===== src/rtl/pong_pkg.sv =====
// Shared PS/2 definitions: host-transmit FSM encoding, frame constants and
// default timing in 50 MHz clock cycles.
package pong_pkg;

  localparam logic [2:0] ST_IDLE      = 3'd0;
  localparam logic [2:0] ST_INHIBIT   = 3'd1;
  localparam logic [2:0] ST_REQ       = 3'd2;
  localparam logic [2:0] ST_SEND      = 3'd3;
  localparam logic [2:0] ST_ACK       = 3'd4;
  localparam logic [2:0] ST_WAIT_IDLE = 3'd5;

  localparam int unsigned PS2_DATA_BITS  = 8;
  localparam int unsigned PS2_FRAME_BITS = 10;

  localparam int unsigned PS2_INHIBIT_DEFAULT = 6000;
  localparam int unsigned PS2_SETUP_DEFAULT   = 100;
  localparam int unsigned PS2_TIMEOUT_DEFAULT = 1000000;

  // Counter width able to hold the largest of the three cycle counts.
  function automatic int unsigned cnt_width(input int unsigned a,
                                            input int unsigned b,
                                            input int unsigned c);
    int unsigned m;
    m = a;
    if (b > m) m = b;
    if (c > m) m = c;
    return $clog2(m + 1);
  endfunction

endpackage


===== src/rtl/ps2_sync_edge.sv =====
// Two-flop synchronizers for the PS/2 clock and data lines plus a falling-edge
// detector on the synchronized clock; idle level of both lines is high.
module ps2_sync_edge (
  input  logic clock,
  input  logic reset_n,
  input  logic ps2_clk_in,
  input  logic ps2_dat_in,
  output logic clk_sync,
  output logic dat_sync,
  output logic clk_fall
);

  logic r_clk_meta;
  logic r_clk_sync;
  logic r_clk_prev;
  logic r_dat_meta;
  logic r_dat_sync;

  always_ff @(posedge clock or negedge reset_n) begin
    if (!reset_n) begin
      r_clk_meta <= 1'b1;
      r_clk_sync <= 1'b1;
      r_clk_prev <= 1'b1;
      r_dat_meta <= 1'b1;
      r_dat_sync <= 1'b1;
    end else begin
      r_clk_meta <= ps2_clk_in;
      r_clk_sync <= r_clk_meta;
      r_clk_prev <= r_clk_sync;
      r_dat_meta <= ps2_dat_in;
      r_dat_sync <= r_dat_meta;
    end
  end

  assign clk_sync = r_clk_sync;
  assign dat_sync = r_dat_sync;
  assign clk_fall = ~r_clk_sync & r_clk_prev;

endmodule


===== src/rtl/ps2_command_tx.sv =====
// PS/2 host-to-device command transmitter: inhibits the clock, issues the
// request-to-send start bit, shifts the byte plus odd parity, checks the ack.
module ps2_command_tx
  import pong_pkg::*;
#(
  parameter int unsigned INHIBIT_CYCLES = PS2_INHIBIT_DEFAULT,
  parameter int unsigned SETUP_CYCLES   = PS2_SETUP_DEFAULT,
  parameter int unsigned TIMEOUT_CYCLES = PS2_TIMEOUT_DEFAULT
) (
  input  logic       clock,
  input  logic       reset_n,
  input  logic       s_valid,
  output logic       s_ready,
  input  logic [7:0] in_data,
  input  logic       ps2_clk_in,
  input  logic       ps2_dat_in,
  output logic       ps2_clk_oe,
  output logic       ps2_dat_oe,
  output logic       done,
  output logic       error
);

  localparam int unsigned CNT_W =
    cnt_width(INHIBIT_CYCLES, SETUP_CYCLES, TIMEOUT_CYCLES);

  logic [2:0]       r_state;
  logic [CNT_W-1:0] r_cnt;
  logic [CNT_W-1:0] r_to;
  logic [3:0]       r_bit;
  logic [7:0]       r_data;
  logic             r_parity;
  logic             r_dat_oe;
  logic             r_done;
  logic             r_error;

  logic w_clk_sync;
  logic w_dat_sync;
  logic w_fall;
  logic w_timeout;
  logic w_watch;

  ps2_sync_edge u_sync (
    .clock      (clock),
    .reset_n    (reset_n),
    .ps2_clk_in (ps2_clk_in),
    .ps2_dat_in (ps2_dat_in),
    .clk_sync   (w_clk_sync),
    .dat_sync   (w_dat_sync),
    .clk_fall   (w_fall)
  );

  assign w_watch   = (r_state == ST_SEND) || (r_state == ST_ACK) ||
                     (r_state == ST_WAIT_IDLE);
  assign w_timeout = (r_to == CNT_W'(TIMEOUT_CYCLES));

  always_ff @(posedge clock or negedge reset_n) begin
    if (!reset_n) begin
      r_state  <= ST_IDLE;
      r_cnt    <= '0;
      r_to     <= '0;
      r_bit    <= '0;
      r_data   <= '0;
      r_parity <= 1'b0;
      r_dat_oe <= 1'b0;
      r_done   <= 1'b0;
      r_error  <= 1'b0;
    end else begin
      r_done  <= 1'b0;
      r_error <= 1'b0;

      // Device-clock watchdog: restarts on every falling edge, saturates.
      if (w_watch) begin
        if (w_fall)           r_to <= '0;
        else if (r_to != '1)  r_to <= r_to + 1'b1;
      end

      case (r_state)
        ST_IDLE: begin
          if (s_valid) begin
            r_data   <= in_data;
            r_parity <= ~^in_data;
            r_cnt    <= '0;
            r_state  <= ST_INHIBIT;
          end
        end

        ST_INHIBIT: begin
          if (r_cnt == CNT_W'(INHIBIT_CYCLES - 1)) begin
            r_cnt    <= '0;
            r_dat_oe <= 1'b1;
            r_state  <= ST_REQ;
          end else if (r_cnt != '1) begin
            r_cnt <= r_cnt + 1'b1;
          end
        end

        ST_REQ: begin
          if (r_cnt == CNT_W'(SETUP_CYCLES - 1)) begin
            r_cnt   <= '0;
            r_bit   <= '0;
            r_to    <= '0;
            r_state <= ST_SEND;
          end else if (r_cnt != '1) begin
            r_cnt <= r_cnt + 1'b1;
          end
        end

        ST_SEND: begin
          if (w_timeout) begin
            r_dat_oe <= 1'b0;
            r_error  <= 1'b1;
            r_state  <= ST_IDLE;
          end else if (w_fall) begin
            r_bit <= r_bit + 1'b1;
            if (r_bit < 4'(PS2_DATA_BITS)) begin
              r_dat_oe <= ~r_data[r_bit[2:0]];
            end else if (r_bit == 4'(PS2_DATA_BITS)) begin
              r_dat_oe <= ~r_parity;
            end else begin
              r_dat_oe <= 1'b0;
              r_state  <= ST_ACK;
            end
          end
        end

        ST_ACK: begin
          if (w_timeout) begin
            r_dat_oe <= 1'b0;
            r_error  <= 1'b1;
            r_state  <= ST_IDLE;
          end else if (w_fall) begin
            if (!w_dat_sync) begin
              r_state <= ST_WAIT_IDLE;
            end else begin
              r_error <= 1'b1;
              r_state <= ST_IDLE;
            end
          end
        end

        ST_WAIT_IDLE: begin
          if (w_timeout) begin
            r_dat_oe <= 1'b0;
            r_error  <= 1'b1;
            r_state  <= ST_IDLE;
          end else if (w_clk_sync && w_dat_sync) begin
            r_done  <= 1'b1;
            r_state <= ST_IDLE;
          end
        end

        default: begin
          r_dat_oe <= 1'b0;
          r_state  <= ST_IDLE;
        end
      endcase
    end
  end

  assign s_ready    = (r_state == ST_IDLE);
  assign ps2_clk_oe = (r_state == ST_INHIBIT) || (r_state == ST_REQ);
  assign ps2_dat_oe = r_dat_oe;
  assign done       = r_done;
  assign error      = r_error;

endmodule


===== config.mk =====
export PLATFORM = sky130hd
export DESIGN_NAME = ps2_command_tx
export DESIGN_NICKNAME = d
export VERILOG_FILES = /design/src/rtl/pong_pkg.sv /design/src/rtl/ps2_sync_edge.sv /design/src/rtl/ps2_command_tx.sv
export SDC_FILE = /design/constraint.sdc
export NUM_CORES = 1
export LEC_CHECK = 0
export BUFFER_PORTS_ARGS = -buffer_cell sky130_fd_sc_hd__buf_2
export CELL_PAD_IN_SITES_DETAIL_PLACEMENT = 1
export CELL_PAD_IN_SITES_GLOBAL_PLACEMENT = 2
export CORE_MARGIN = 4
export CORE_UTILIZATION = 42
export CTS_BUF_LIST = sky130_fd_sc_hd__clkbuf_16
export DETAILED_ROUTE_END_ITERATION = 10
export HOLD_SLACK_MARGIN = 0.03
export PLACE_DENSITY = 0.86
export SLEW_MARGIN = 30
export SYNTH_ARGS = -nofsm -noshare
export SYNTH_HDL_FRONTEND = slang
export SYNTH_SLANG_ARGS = --single-unit

===== constraint.sdc =====
create_clock -name clock -period 4 [get_ports clock]
set_input_delay 0.4 -clock clock [delete_from_list [all_inputs] [get_ports clock]]
set_output_delay 0.4 -clock clock [all_outputs]
set_load 0.03 [all_outputs]

==> impl_metrics.py <==
metrics = {
    "cts": {
        "cts_made_buffers": 9,
        "path_clk_slew_ns": 0.05,
        "insertion_delay_ns": 0.32,
        "cts.repair.resized": 0,
        "cts_hold_buf": 0,
        "cts.sinks": 64,
        "clock_path_buffers": 2,
        "postCtsSetupBuffers": 0,
        "clockRootBuffer": "clkbuf_16",
        "tritoncts": "yes",
        "ctsHtreeMaxLevel": 3,
    },
    "global_route": {
        "antenna_found_initial": 0,
        "overflow": 0,
        "grt_pass1_wl_um": 16900,
        "grt_use_total_pct": 20.4,
        "grt_pass1_vias": 3406,
        "grt_max_degree": 38,
    },
    "sta": {
        "fin_crit_ns": 2.84,
        "fmax_mhz": 353,
        "fin_crit_sh_pct": 70.9,
        "skew_ns": 0.00506,
        "slew_headroom_pct": 43.0,
        "rsz0062_at_grt": "no",
        "drv_slew": 0,
        "hold_viol": 0,
        "whs_ns": 0.0466,
        "setup_tns_ns": 0,
        "max_slew.worst_pin.slew_ns": 0.844,
        "setup_violations": 0,
    },
    "die": {
        "die_area_um2": 10500,
        "die_h_um": 102,
        "rows": 34,
        "fp.dieW_um": 102,
        "core_um2": 8680,
        "initial_core_util_pct": 43.1,
        "pin_count": 18,
    },
    "critical_path": {
        "startpoint_type": "register",
        "rrSetupSlack_ns": 1.16,
        "critPathTopFamily": "simple AND/OR/NAND/NOR gates",
        "worstPathRequired_ns": 4.18,
        "critical_path.max_stage_delay_ns": 0.58,
        "cp_cell_sequence": "or4_1 -> or4_4 -> o311ai_1 -> buf_4 -> and3_1 -> nor2_1",
        "cp_max_fo": 16,
        "crit_arrival_ns": 3.02,
        "end_kind": "register",
        "crit_slowest_cell": "and3_1",
        "cp.buffers_inverters": 1,
        "path_class": "reg2reg",
    },
    "synthesis": {
        "synth_seq_cells": 64,
        "synthCells": 409,
        "syn_area_um2": 3740,
        "synth-async-reset-ratio_pct": 100,
        "synth_edf_count": 0,
        "syn_avg_cell_area_um2": 9.14,
        "synth_flop_cell": "dfrtp_1",
        "syn-num-nets": 427,
        "yosysSeqAreaShare_pct": 43.0,
        "synth_cell_types": 58,
        "ys_warn_count": 0,
    },
    "drt": {
        "vias": 3256,
        "avgViaCountPerCell": 6.14,
        "drtIter0Drc": 177,
        "wire_per_inst_um": 18.4,
        "totalWireLength_um": 9750,
        "first_pass_iters": 4,
        "ant_nets": 0,
        "drc": 0,
    },
    "placed_design": {
        "place.port_buffers": 17,
        "gp_congestion": 0.850,
        "postPlaceCellArea_um2": 3910,
        "dp_hpwl_um": 6680,
    },
    "finish": {
        "drive_gt1_share_pct": 13.3,
        "layout.nets": 435,
        "syn_to_final_growth_pct": 12.7,
        "fin_area_um2": 4210,
        "antenna_cells": 0,
        "final_core_util_pct": 48.6,
    },
    "power": {
        "p_per_area_nw_per_um2": 607,
        "p_leak_uw": 0.00166,
        "ir_worst_vdd_mv": 0.313,
        "p_total_uw": 2560,
    },
    "job": {
        "drv_cap": 0,
    },
    "outcome": {
        "status": "finished clean",
    },
    "hold_path": {
        "hp-class": "in2async",
    },
}
sequential cells by signal (all words and copies together), names as in the netlist:
name,count
done,1
error,1
ps2_dat_oe,1
r_bit,4
r_cnt,20
r_data,8
r_parity,1
r_state,3
r_to,20
u_sync.clk_sync,1
u_sync.dat_sync,1
u_sync.r_clk_meta,1
u_sync.r_clk_prev,1
u_sync.r_dat_meta,1
area by class of cell:
| class | instances | area, um2 |
|---|---|---|
| fill | 1031 | 4460 |
| multi-input combinational | 310 | 2000 |
| sequential | 64 | 1610 |
| clock buffer | 9 | 225 |
| tap | 108 | 135 |
| timing repair buffer | 22 | 125 |
| clock inverter | 7 | 78.8 |
| inverter | 10 | 37.5 |
worst paths after layout:
path	from	end	cells past startpoint
worst max-delay path	r_cnt[4]	r_cnt[8]	6
worst min-delay path	reset_n	r_to[15]	1
worst max register to register	r_cnt[4]	r_cnt[8]	6
worst min register to register	u_sync.r_dat_meta	u_sync.dat_sync	0
max in group asynchronous	reset_n	u_sync.r_clk_meta	2
min in group clock	ps2_dat_in	u_sync.r_dat_meta	1
layout by cell type, fill, tap and decap left out, types with 3 or more instances in the layout:
master | Yosys | routed
dfstp_2 | 5 | 5
nor2_1 | 33 | 33
a2111oi_0 | 3 | 3
nand4_1 | 16 | 16
o21ai_0 | 16 | 16
clkbuf_16 | 0 | 9
and2_1 | 4 | 4
a31oi_1 | 4 | 4
clkinv_1 | 0 | 3
buf_4 | 0 | 6
nor4_1 | 7 | 6
nor4b_1 | 3 | 3
o22a_1 | 3 | 3
or4_1 | 8 | 8
dfrtp_1 | 59 | 59
nand2_1 | 26 | 26
or3_1 | 17 | 17
ha_1 | 5 | 5
buf_2 | 5 | 16
inv_1 | 10 | 12
nand2b_1 | 4 | 4
a21oi_1 | 30 | 30
and3_1 | 8 | 8
and4_1 | 8 | 8
mux2_2 | 10 | 10
a211oi_1 | 5 | 5
nor2b_1 | 4 | 4
o31ai_1 | 10 | 9
nor3_1 | 12 | 12
xnor2_1 | 15 | 15
o211ai_1 | 3 | 3
xor2_1 | 4 | 4
nand3_1 | 21 | 21
routing by layer:
layer  GRT usage, %  vias up  routed length [um]
met1           27.9     1637                4650
li1               -     1554                   -
met2           33.1       48                4700
met3           3.00       17                 226
met4           7.06        0                 171
met5              0        -                   0
worst reg2reg max path, cell delays in order (launching register included):
cell,delay (ns)
dfrtp_1,0.44
or4_1,0.53
or4_4,0.52
o311ai_1,0.25
buf_4,0.23
and3_1,0.58
nor2_1,0.13
cell usage after synthesis, types with 2 or more instances:
| master | count | area (um2) |
|---|---|---|
| dfstp_2 | 5 | 131 |
| and3_1 | 8 | 50.1 |
| nand4_1 | 16 | 100 |
| nand2b_1 | 4 | 25.0 |
| xor2_1 | 4 | 35.0 |
| clkbuf_1 | 19 | 71.3 |
| a211oi_1 | 5 | 37.5 |
| a21oi_1 | 30 | 150 |
| a31oi_1 | 4 | 25.0 |
| nor4_1 | 7 | 43.8 |
| nor2b_1 | 4 | 25.0 |
| a2111oi_0 | 3 | 26.3 |
| nand2_1 | 26 | 97.6 |
| nand3_1 | 21 | 105 |
| or4_1 | 8 | 60.1 |
| o31ai_1 | 10 | 75.1 |
| o21ai_0 | 16 | 80.1 |
| nor4b_1 | 3 | 26.3 |
| and4_1 | 8 | 70.1 |
| o2111ai_1 | 2 | 17.5 |
| nor2_1 | 33 | 124 |
| mux2i_1 | 2 | 20.0 |
| ha_1 | 5 | 62.6 |
| and2_1 | 4 | 25.0 |
| o2bb2ai_1 | 2 | 17.5 |
| o22a_1 | 3 | 26.3 |
| xnor2_1 | 15 | 131 |
| buf_2 | 5 | 25.0 |
| o311ai_0 | 2 | 17.5 |
| dfrtp_1 | 59 | 1480 |
| o21a_1 | 2 | 15.0 |
| nor3_1 | 12 | 60.1 |
| inv_1 | 10 | 37.5 |
| or3_1 | 17 | 106 |
| o211ai_1 | 3 | 22.5 |
| mux2_2 | 10 | 113 |
kinds of logic after synthesis:
| kind of cell | count (synthesis) | share of synthesized area, % |
|---|---|---|
| fa+ha+maj | 5 | 1.67 |
| flops | 64 | 43.0 |
| buf+inv | 35 | 3.71 |
| xor+xnor | 19 | 4.45 |
| mux | 13 | 4.15 |
| compound gates | 96 | 17.1 |
| simple gates | 177 | 26.0 |
per-stage QoR:
stage	instances	setup slack, ns
5_1_grt	530	1.02
3_3_place_gp	514	1.23
4_1_cts	530	1.13
6_report	530	1.16
2_1_floorplan	409	1.54
3_5_place_dp	514	1.17
power breakdown:
| group | total (uW) | switching (uW) | internal, uW |
|---|---|---|---|
| logic | 820 | 494 | 326 |
| clock network | 811 | 277 | 534 |
| registers | 929 | 159 | 770 |
No activity file was read; power rests on OpenSTA's default activity.
